$ cat config.mk
export PLATFORM = sky130hd
export DESIGN_NAME = wb_slave_dec4
export DESIGN_NICKNAME = d
export VERILOG_FILES = /design/src/rtl/wb_slave_dec4_pkg.sv /design/src/rtl/wb_dec_tmo_cnt.sv /design/src/rtl/wb_slave_dec4.sv
export SDC_FILE = /design/constraint.sdc
export NUM_CORES = 1
export LEC_CHECK = 0
export ABC_AREA = 1
export CORE_ASPECT_RATIO = 1.5
export CORE_MARGIN = 4
export CORE_UTILIZATION = 37
export DETAILED_ROUTE_END_ITERATION = 6
export GPL_TIMING_DRIVEN = 1
export HOLD_SLACK_MARGIN = 0.1
export PLACE_DENSITY_LB_ADDON = 0.1
export SKIP_CTS_REPAIR_TIMING = 1
export SLEW_MARGIN = 20
export SYNTH_ARGS = -nofsm -noshare
export SYNTH_HDL_FRONTEND = slang
export SYNTH_SLANG_ARGS = --single-unit
$ cat constraint.sdc
create_clock -name CLK -period 4.2 [get_ports CLK]
set_clock_uncertainty 0.1 [all_clocks]
set_input_delay 1.26 -clock CLK [delete_from_list [all_inputs] [get_ports CLK]]
set_output_delay 1.26 -clock CLK [all_outputs]
set_load 0.01 [all_outputs]
$ cat src/rtl/wb_slave_dec4_pkg.sv
`default_nettype none
// ============================================================================
//  Module   : wb_slave_dec4_pkg
//  Brief    : Shared types and constants for the 4-port Wishbone slave decoder
//  Revision : 1.0  initial release
// ============================================================================
package wb_slave_dec4_pkg;

  localparam int c_NUM_SLV = 4;
  localparam int c_IDX_W   = 2;

  typedef enum logic [1:0] {
    ST_IDLE = 2'd0,
    ST_BUSY = 2'd1,
    ST_RESP = 2'd2
  } state_t;

  localparam logic [1:0] c_ERR_NONE     = 2'b00;
  localparam logic [1:0] c_ERR_UNMAPPED = 2'b01;
  localparam logic [1:0] c_ERR_TIMEOUT  = 2'b10;
  localparam logic [1:0] c_ERR_SLAVE    = 2'b11;

  function automatic logic [c_NUM_SLV-1:0] f_onehot(input logic [c_IDX_W-1:0] idx);
    f_onehot      = '0;
    f_onehot[idx] = 1'b1;
  endfunction

endpackage
`default_nettype wire

$ cat src/rtl/wb_dec_tmo_cnt.sv
`default_nettype none
// ============================================================================
//  Module   : wb_dec_tmo_cnt
//  Brief    : Slave-response watchdog; expires after TMO enabled cycles
//  Revision : 1.0  initial release
// ============================================================================
module wb_dec_tmo_cnt #(
  parameter int TMO = 16
) (
  input  logic CLK,
  input  logic RST,
  input  logic i_clr,
  input  logic i_en,
  output logic o_expire
);

  localparam int          c_CW   = 8;
  localparam logic [7:0]  c_LAST = c_CW'(TMO - 1);

  logic [c_CW-1:0] r_cnt;

  // Saturates at the terminal value so a stalled FSM never wraps the count.
  always_ff @(posedge CLK) begin
    if (RST || i_clr) begin
      r_cnt <= '0;
    end else if (i_en && !o_expire) begin
      r_cnt <= r_cnt + 1'b1;
    end
  end

  assign o_expire = (r_cnt == c_LAST);

endmodule
`default_nettype wire

$ cat src/rtl/wb_slave_dec4.sv
`default_nettype none
// ============================================================================
//  Module   : wb_slave_dec4
//  Brief    : Wishbone classic 1-to-4 slave decoder with timeout and unmapped ERR.
//             Optional WB_DEC_STATUS_EN adds a sticky ERR_CODE output.
//  Revision : 1.0  initial release
// ============================================================================
module wb_slave_dec4
  import wb_slave_dec4_pkg::*;
#(
  parameter int         AW      = 32,
  parameter int         DW      = 32,
  parameter logic [3:0] SLV_MAP = 4'b1111,
  parameter int         TMO     = 16
) (
  input  logic                 CLK,
  input  logic                 RST,
  input  logic                 M_CYC,
  input  logic                 M_STB,
  input  logic [AW-1:0]        M_ADR,
  output logic                 M_ACK,
  output logic                 M_ERR,
  output logic [DW-1:0]        M_DAT,
  output logic [c_NUM_SLV-1:0] S_STB,
  input  logic [c_NUM_SLV-1:0] S_ACK,
  input  logic [c_NUM_SLV-1:0] S_ERR,
  input  logic [DW-1:0]        S_DAT0,
  input  logic [DW-1:0]        S_DAT1,
  input  logic [DW-1:0]        S_DAT2,
  input  logic [DW-1:0]        S_DAT3,
  output logic [c_IDX_W-1:0]   SEL
`ifdef WB_DEC_STATUS_EN
  ,
  output logic [1:0]           ERR_CODE
`endif
);

  state_t              r_state;
  logic [c_IDX_W-1:0]  w_idx;
  logic                w_req;
  logic                w_sack;
  logic                w_serr;
  logic [DW-1:0]       w_sdat;
  logic                w_expire;
  logic                w_tmo_clr;
  logic                w_tmo_en;
  logic                w_adr_unused;

  assign w_idx        = M_ADR[AW-1:AW-2];
  assign w_req        = M_CYC & M_STB;
  assign w_sack       = S_ACK[SEL];
  assign w_serr       = S_ERR[SEL];
  assign w_tmo_clr    = (r_state != ST_BUSY);
  assign w_tmo_en     = (r_state == ST_BUSY);
  assign w_adr_unused = ^M_ADR[AW-3:0];

  always_comb begin
    w_sdat = S_DAT0;
    case (SEL)
      2'd1:    w_sdat = S_DAT1;
      2'd2:    w_sdat = S_DAT2;
      2'd3:    w_sdat = S_DAT3;
      default: w_sdat = S_DAT0;
    endcase
  end

  wb_dec_tmo_cnt #(
    .TMO (TMO)
  ) u_tmo (
    .CLK      (CLK),
    .RST      (RST),
    .i_clr    (w_tmo_clr),
    .i_en     (w_tmo_en),
    .o_expire (w_expire)
  );

  always_ff @(posedge CLK) begin
    if (RST) begin
      r_state  <= ST_IDLE;
      M_ACK    <= 1'b0;
      M_ERR    <= 1'b0;
      M_DAT    <= '0;
      S_STB    <= '0;
      SEL      <= '0;
`ifdef WB_DEC_STATUS_EN
      ERR_CODE <= c_ERR_NONE;
`endif
    end else begin
      M_ACK <= 1'b0;
      M_ERR <= 1'b0;
      case (r_state)
        ST_IDLE: begin
          if (w_req) begin
            SEL <= w_idx;
            if (SLV_MAP[w_idx]) begin
              S_STB   <= f_onehot(w_idx);
              r_state <= ST_BUSY;
            end else begin
              M_ERR   <= 1'b1;
              r_state <= ST_RESP;
`ifdef WB_DEC_STATUS_EN
              ERR_CODE <= c_ERR_UNMAPPED;
`endif
            end
          end
        end
        // Priority: master abort, slave ERR, slave ACK, then watchdog.
        ST_BUSY: begin
          if (!M_CYC) begin
            S_STB   <= '0;
            r_state <= ST_IDLE;
          end else if (w_serr) begin
            S_STB   <= '0;
            M_ERR   <= 1'b1;
            r_state <= ST_RESP;
`ifdef WB_DEC_STATUS_EN
            ERR_CODE <= c_ERR_SLAVE;
`endif
          end else if (w_sack) begin
            S_STB   <= '0;
            M_ACK   <= 1'b1;
            M_DAT   <= w_sdat;
            r_state <= ST_RESP;
          end else if (w_expire) begin
            S_STB   <= '0;
            M_ERR   <= 1'b1;
            r_state <= ST_RESP;
`ifdef WB_DEC_STATUS_EN
            ERR_CODE <= c_ERR_TIMEOUT;
`endif
          end
        end
        ST_RESP: r_state <= ST_IDLE;
        default: r_state <= ST_IDLE;
      endcase
    end
  end

endmodule
`default_nettype wire

==> metrics.log, run 1 <==
[metrics] run status: complete, no violations
[metrics] maximum number of pins on one net before global-route repair: 34
[metrics] post-route non-filler standard cell count: 723
[metrics] num rows: 38
[metrics] number of hold violations in the final report: 0
[metrics] Worst Slack Setup Final: 1.227 ns
[metrics] wire length per cell: 13.93 um
[metrics] DIE WIDTH: 79.06 um
[metrics] required time of the worst setup path: 4.29 ns
[metrics] Leak: 1.957 nW
[metrics] worst hold slack: 0.3685 ns
[metrics] total grt overflow: 0
[metrics] overall fraction of global-route tracks in use: 0.2207
[metrics] Floorplan Core Area: 7322 sq um
[metrics] clock latency at the later pin of the worst-skew pair: 0.30 ns
[metrics] relative max-transition margin: 0.2992
[metrics] HP Class: reg -> reg
[metrics] H-tree level count: 2
[metrics] netlist area before placement: 2803 sq um
[metrics] clock buffer depth: 2
[metrics] Async SR Flop Fraction: 0
[metrics] number of flops mapped to enable cells by yosys: 0
[metrics] Layout area overhead: 71.52%
[metrics] RSZ-0062 raised after global routing: false
[metrics] final core utilization: 0.6565
[metrics] via density per instance: 4.928
[metrics] worst slack, placed: 0.8792 ns
[metrics] R2R Setup Slk: 1.89 ns
[metrics] placed wire-length estimate: 7866 um
[metrics] Syn Area/Cell: 6.187 sq um
[metrics] overall die area: 9060 sq um
[metrics] synth warn: 0
[metrics] Cells after Synth: 453
[metrics] Ant. Diodes: 0
[metrics] cell area reported after detailed placement: 4664 sq um
[metrics] Slew @ Worst Pin: 1.045 ns
[metrics] number of antenna violations at the first check in global routing: 0
[metrics] port bufs: 181
[metrics] proportion of netlist area held by the largest area contributor: 0.3571
[metrics] area of the multi-input gates: 1610 sq um
[metrics] Max Cap Violations: 0
[metrics] CTS buffer count: 5
[metrics] critical path data arrival time: 3.06 ns
[metrics] CTS tree: built
[metrics] number of nets in the layout: 795
[metrics] flip-flop cell with the highest count after synthesis: sky130_fd_sc_hd__dfxtp_1
[metrics] Synth Area in Adders: 0.004464
[metrics] Seq cells post-synth: 50
[metrics] multiplexer share of the synthesized area: 0
[metrics] share of the synthesized netlist area taken by xor and xnor gates: 0.003125
[metrics] number of distinct library cells after synthesis: 23
[metrics] peak ir drop on the vdd network: 0.0001541 V
[metrics] number of endpoints failing setup at the final stage: 0
[metrics] startpoint kind of the worst setup timing path: primary input
[metrics] Syn Nets: 626
[metrics] area taken by flip-flops and latches: 1001 sq um
[metrics] number of search-and-repair iterations in the first detailed-routing pass: 4
[metrics] IO Count: 212
[metrics] wire length after detailed routing: 10,070 um
[metrics] most common cell in the netlist: sky130_fd_sc_hd__nand2_1
[metrics] initial standard-cell utilization of the core: 0.3828
[metrics] fill cell instance count of the final layout: 687
[metrics] total power: 1.207 mW
[metrics] power density normalized to cell area: 251.1 nW/um^2
[metrics] # clock sinks: 50
[metrics] number of antenna-violating nets in the routed design: 0
[metrics] clock-pin slew on the worst setup and hold paths: 0.09 ns
[metrics] summed negative setup slack over all endpoints: 0 ns
[metrics] buffer type at the clock tree root: sky130_fd_sc_hd__clkbuf_8
[metrics] Cell Count Post-Placement: 715
[metrics] timing-limited maximum frequency: 336.3 MHz
[metrics] routed via count: 3,563
[metrics] main combinational cell family by area after synthesis: simple AND/OR/NAND/NOR gates
[metrics] Min Clock Period, post-route: 2.973 ns
[metrics] number of max-slew violations in the final report: 0
[metrics] die span in y: 114.6 um
[metrics] Non-Filler Cell Area, Final: 4807 sq um
[metrics] drc violations: 0
[metrics] share of the synthesized area in compound gates (AO/OA/AOI/OAI): 0.03482
[metrics] biggest area consumer among synthesized cells: sky130_fd_sc_hd__dfxtp_1
[metrics] period utilisation layout: 0.7080
[metrics] most used standard cells in the synthesized netlist: 202 x sky130_fd_sc_hd__nand2_1, 70 x sky130_fd_sc_hd__nand3_1, 50 x sky130_fd_sc_hd__dfxtp_1
[metrics] Worst Path Max Fanout: 33
[metrics] type of the worst setup path: in -> reg
[metrics] leading cell types by total area after synthesis: sky130_fd_sc_hd__dfxtp_1 36%, sky130_fd_sc_hd__nand2_1 27%, sky130_fd_sc_hd__nand3_1 13%
[metrics] CP Capture Type: register
[metrics] first-pass GRT wire length: 15,910 um
[metrics] number of global-route vias before repair: 3,523
[metrics] proportion of synthesized chip area in sequential cells: 0.3571
[metrics] post-synthesis share of cell area spent on and, or, nand and nor gates: 0.5295
[metrics] layout cell share with drive strength beyond 1: 0.03692
[metrics] Routability Congestion: 0.7668
[metrics] number of DRC markers in iteration 0: 167
==> placed cells by master (no fill, tap or decap), drive strengths merged <==
cell type,n
nand4,34
clkbuf,6
bufinv,2
o21ai,6
nor2,26
or2,1
a31oi,1
nor3,5
inv,17
nand2,202
ha,1
clkdlybuf4s50,181
nand3,71
buf,6
nor4,1
dfxtp,50
clkinv,2
xor2,1
a21oi,10
==> flip-flops by register name, summed over array words and instances (netlist names) <==
signal and count:
u_tmo.r_cnt 8, M_DAT 32, M_ACK 1, M_ERR 1, r_state 2, SEL 2, S_STB 4
==> metal layers <==
metal,vias to the layer above,GRT usage,part of all wire
met1,1583,0.2099,0.34
met5,-,0,0
li1,1820,-,-
met3,20,0.07165,0.087
met4,0,0.07913,0.027
met2,140,0.4303,0.54
==> final timing paths <==
path              from        end  depth (start not counted)
max reg2reg     SEL[0]  M_DAT[15]                          7
min reg2reg  M_DAT[21]  M_DAT[21]                          2
min          M_DAT[21]  M_DAT[21]                          2
max           S_ACK[3]  M_DAT[10]                          8
==> final cells by class <==
| class | count | share of cell area |
|---|---|---|
| inverters | 19 | 0.01484 |
| well taps | 100 | 0.02603 |
| repair buffers | 187 | 0.3863 |
| clock buffers | 6 | 0.01718 |
| multi-input cells | 359 | 0.3350 |
| flip-flops and latches | 50 | 0.2082 |
| clock inverters | 2 | 0.01249 |
==> critical path, cell delays in order <==
cell                              delay, ns
sky130_fd_sc_hd__clkdlybuf4s50_1       0.45
sky130_fd_sc_hd__nand2_1               0.05
sky130_fd_sc_hd__nand2_1               0.08
sky130_fd_sc_hd__nand2_1               0.10
sky130_fd_sc_hd__a21oi_4               0.43
sky130_fd_sc_hd__nand3_4               0.43
sky130_fd_sc_hd__nand3_1               0.18
sky130_fd_sc_hd__nand2_1               0.07
==> cells by family after synthesis <==
logic type      count (synthesis)
flops                          50
compound gates                 17
buf+inv                        44
fa+ha+maj                       1
simple gates                  340
xor+xnor                        1
==> power by group <==
group	total, mW	switching (mW)	internal, mW
logic	0.305	0.132	0.174
clock network	0.412	0.158	0.254
registers	0.490	0.00725	0.483
(Power assumes the default switching activity.)
==> run 2, diff against run 1 <==
Settings changed: CORE_UTILIZATION 37 to 31.
Clock period 4.2 ns to 2.68 ns, I/O delays scaled along.
==> run 2 against run 1 <==
Effect of this change: cell area is 0.94% higher; register-to-register slack worse by 1.6 ns; via count is 0.67% lower; sequential share of layout area is 0.19 points lower; flip-flop and latch count stayed put; setup slack worse by 0.93 ns; critical path type is now reg -> reg; critical endpoint is now M_DAT[31]; clock power is 46% higher; cell count is 1.5% higher; sequential power is 57% higher; utilization is 11 points lower; first-iteration DRC count is 31% lower; wire length is 0.37% higher.
==> metrics.log, run 2 (same netlist as run 1, synthesis figures left out) <==
[metrics] final core utilization: 0.5496
[metrics] run status: complete, no violations
[metrics] clock latency at the later pin of the worst-skew pair: 0.28 ns
[metrics] number of global-route vias before repair: 3,517
[metrics] routed via count: 3,539
[metrics] power density normalized to cell area: 382.6 nW/um^2
[metrics] die span in y: 124.5 um
[metrics] CTS buffer count: 5
[metrics] overall die area: 10,660 sq um
[metrics] number of DRC markers in iteration 0: 115
[metrics] top flop regs: M_DAT (32), u_tmo.r_cnt (8), S_STB (4)
[metrics] num rows: 42
[metrics] first-pass GRT wire length: 16,460 um
[metrics] placed wire-length estimate: 7734 um
[metrics] Ant. Diodes: 0
[metrics] drc violations: 0
[metrics] post-route non-filler standard cell count: 734
[metrics] critical path data arrival time: 2.46 ns
[metrics] number of endpoints failing setup at the final stage: 0
[metrics] most common cell after layout, fill and taps aside: sky130_fd_sc_hd__nand2_1
[metrics] register with the most flip-flops: M_DAT
[metrics] RSZ-0062 raised after global routing: false
[metrics] number of nets in the layout: 797
[metrics] area taken by flip-flops and latches: 1001 sq um
[metrics] Routability Congestion: 0.7262
[metrics] # clock sinks: 50
[metrics] startpoint kind of the worst setup timing path: register
[metrics] number of antenna-violating nets in the routed design: 0
[metrics] Max Cap Violations: 0
[metrics] port bufs: 181
[metrics] timing-limited maximum frequency: 420.0 MHz
[metrics] summed negative setup slack over all endpoints: 0 ns
[metrics] wire length after detailed routing: 10,110 um
[metrics] slowest cell delay on critical path: 0.79 ns
[metrics] Min Clock Period, post-route: 2.381 ns
[metrics] overall fraction of global-route tracks in use: 0.1900
[metrics] number of max-slew violations in the final report: 0
[metrics] HP Class: reg -> reg
[metrics] peak ir drop on the vdd network: 0.0002431 V
[metrics] Worst Path Max Fanout: 32
[metrics] Slew @ Worst Pin: 1.025 ns
[metrics] Layout area overhead: 73.12%
[metrics] via density per instance: 4.822
[metrics] area of the multi-input gates: 1610 sq um
[metrics] DIE WIDTH: 85.64 um
[metrics] number of search-and-repair iterations in the first detailed-routing pass: 4
[metrics] number of hold violations in the final report: 0
[metrics] layout cell share with drive strength beyond 1: 0.03846
[metrics] wire length per cell: 13.77 um
[metrics] period utilisation layout: 0.8883
[metrics] relative max-transition margin: 0.3127
[metrics] clock-pin slew on the worst setup and hold paths: 0.06 ns
[metrics] IO Count: 212
[metrics] initial standard-cell utilization of the core: 0.3175
[metrics] maximum number of pins on one net before global-route repair: 39
[metrics] cell with the largest stage delay on the worst path: sky130_fd_sc_hd__clkinv_1
[metrics] Cell Count Post-Placement: 727
[metrics] flip-flop count of the largest register, all copies and words added: 32
[metrics] most frequent CP cell: sky130_fd_sc_hd__nand2_1
[metrics] Floorplan Core Area: 8828 sq um
[metrics] Leak: 1.979 nW
[metrics] type of the worst setup path: reg -> reg
[metrics] required time of the worst setup path: 2.76 ns
[metrics] number of antenna violations at the first check in global routing: 0
[metrics] CTS tree: built
[metrics] sequence of cells on the critical path: inv_2 > nand2_1 > clkinv_1 > nand2_1 > nand4_1 > nand3_1 > nand2_1
[metrics] clock buffer depth: 2
[metrics] fill cell instance count of the final layout: 882
[metrics] CP Capture Type: register
[metrics] buffer type at the clock tree root: sky130_fd_sc_hd__clkbuf_16
[metrics] H-tree level count: 2
[metrics] leading cell types in the layout, fill and taps excluded: 202 x sky130_fd_sc_hd__nand2_1, 181 x sky130_fd_sc_hd__clkdlybuf4s50_1, 70 x sky130_fd_sc_hd__nand3_1
[metrics] total grt overflow: 0
-- run 2: changes by cell type in the layout (fill, tap and decap cells not counted), sizes merged --
cell    delta
clkbuf     -1
clkinv     +1
buf        +2
inv        +1
bufinv     -2
-- run 2: cell type report --
class / count / share of cell area
Clock buffer: 5 / 0.02579
Sequential cell: 50 / 0.2063
Tap cell: 110 / 0.02837
Clock inverter: 2 / 0.002063
Timing Repair Buffer: 189 / 0.3909
Multi-Input combinational cell: 359 / 0.3319
Inverter: 19 / 0.01470
-- run 2: final timing paths --
kind / startpoint / endpoint / slack (ns) / depth (start not counted)
hold / removal: M_DAT[7] / M_DAT[7] / 0.36 / 2
setup / recovery: SEL[0] / M_DAT[31] / 0.30 / 7
hold reg to reg: M_DAT[7] / M_DAT[7] / 0.36 / 2
setup reg to reg: SEL[0] / M_DAT[31] / 0.30 / 7
-- run 2: routing by layer --
metal  up-vias  global-route usage  wire length, um
li1       1831                   -                -
met1      1586              0.1999             3678
met2       115              0.3736             5596
met3         7             0.04103              717
met4         0             0.03821              112
met5         -                   0                0
-- run 2: power breakdown --
part	internal, mW	switching [mW]	total (mW)
Clock	0.338	0.265	0.602
Sequential	0.757	0.0115	0.769
Combinational	0.277	0.208	0.485
Total	1.37	0.484	1.86
-- run 2: through the flow --
step / total power, mW / hold WS (ns) / setup WS [ns] / instance area, sq um
2_1_floorplan: 0.9770 / 0.3412 / 0.8563 / 2803
3_3_place_gp: 1.273 / 0.3516 / 0.1383 / 4717
3_5_place_dp: 1.277 / 0.3575 / 0.09944 / 4717
4_1_cts: 1.880 / 0.3670 / 0.3631 / 4852
5_1_grt: 1.953 / 0.3789 / 0.03784 / 4852
6_report: 1.856 / 0.3646 / 0.2993 / 4852
-- run 2: critical path: cells and delay by family, from the launching register on --
kind | cells | cell delay (ns)
AND/OR/NAND/NOR | 5 | 0.74
buffers and inverters | 2 | 0.93
flip-flops | 1 | 0.50
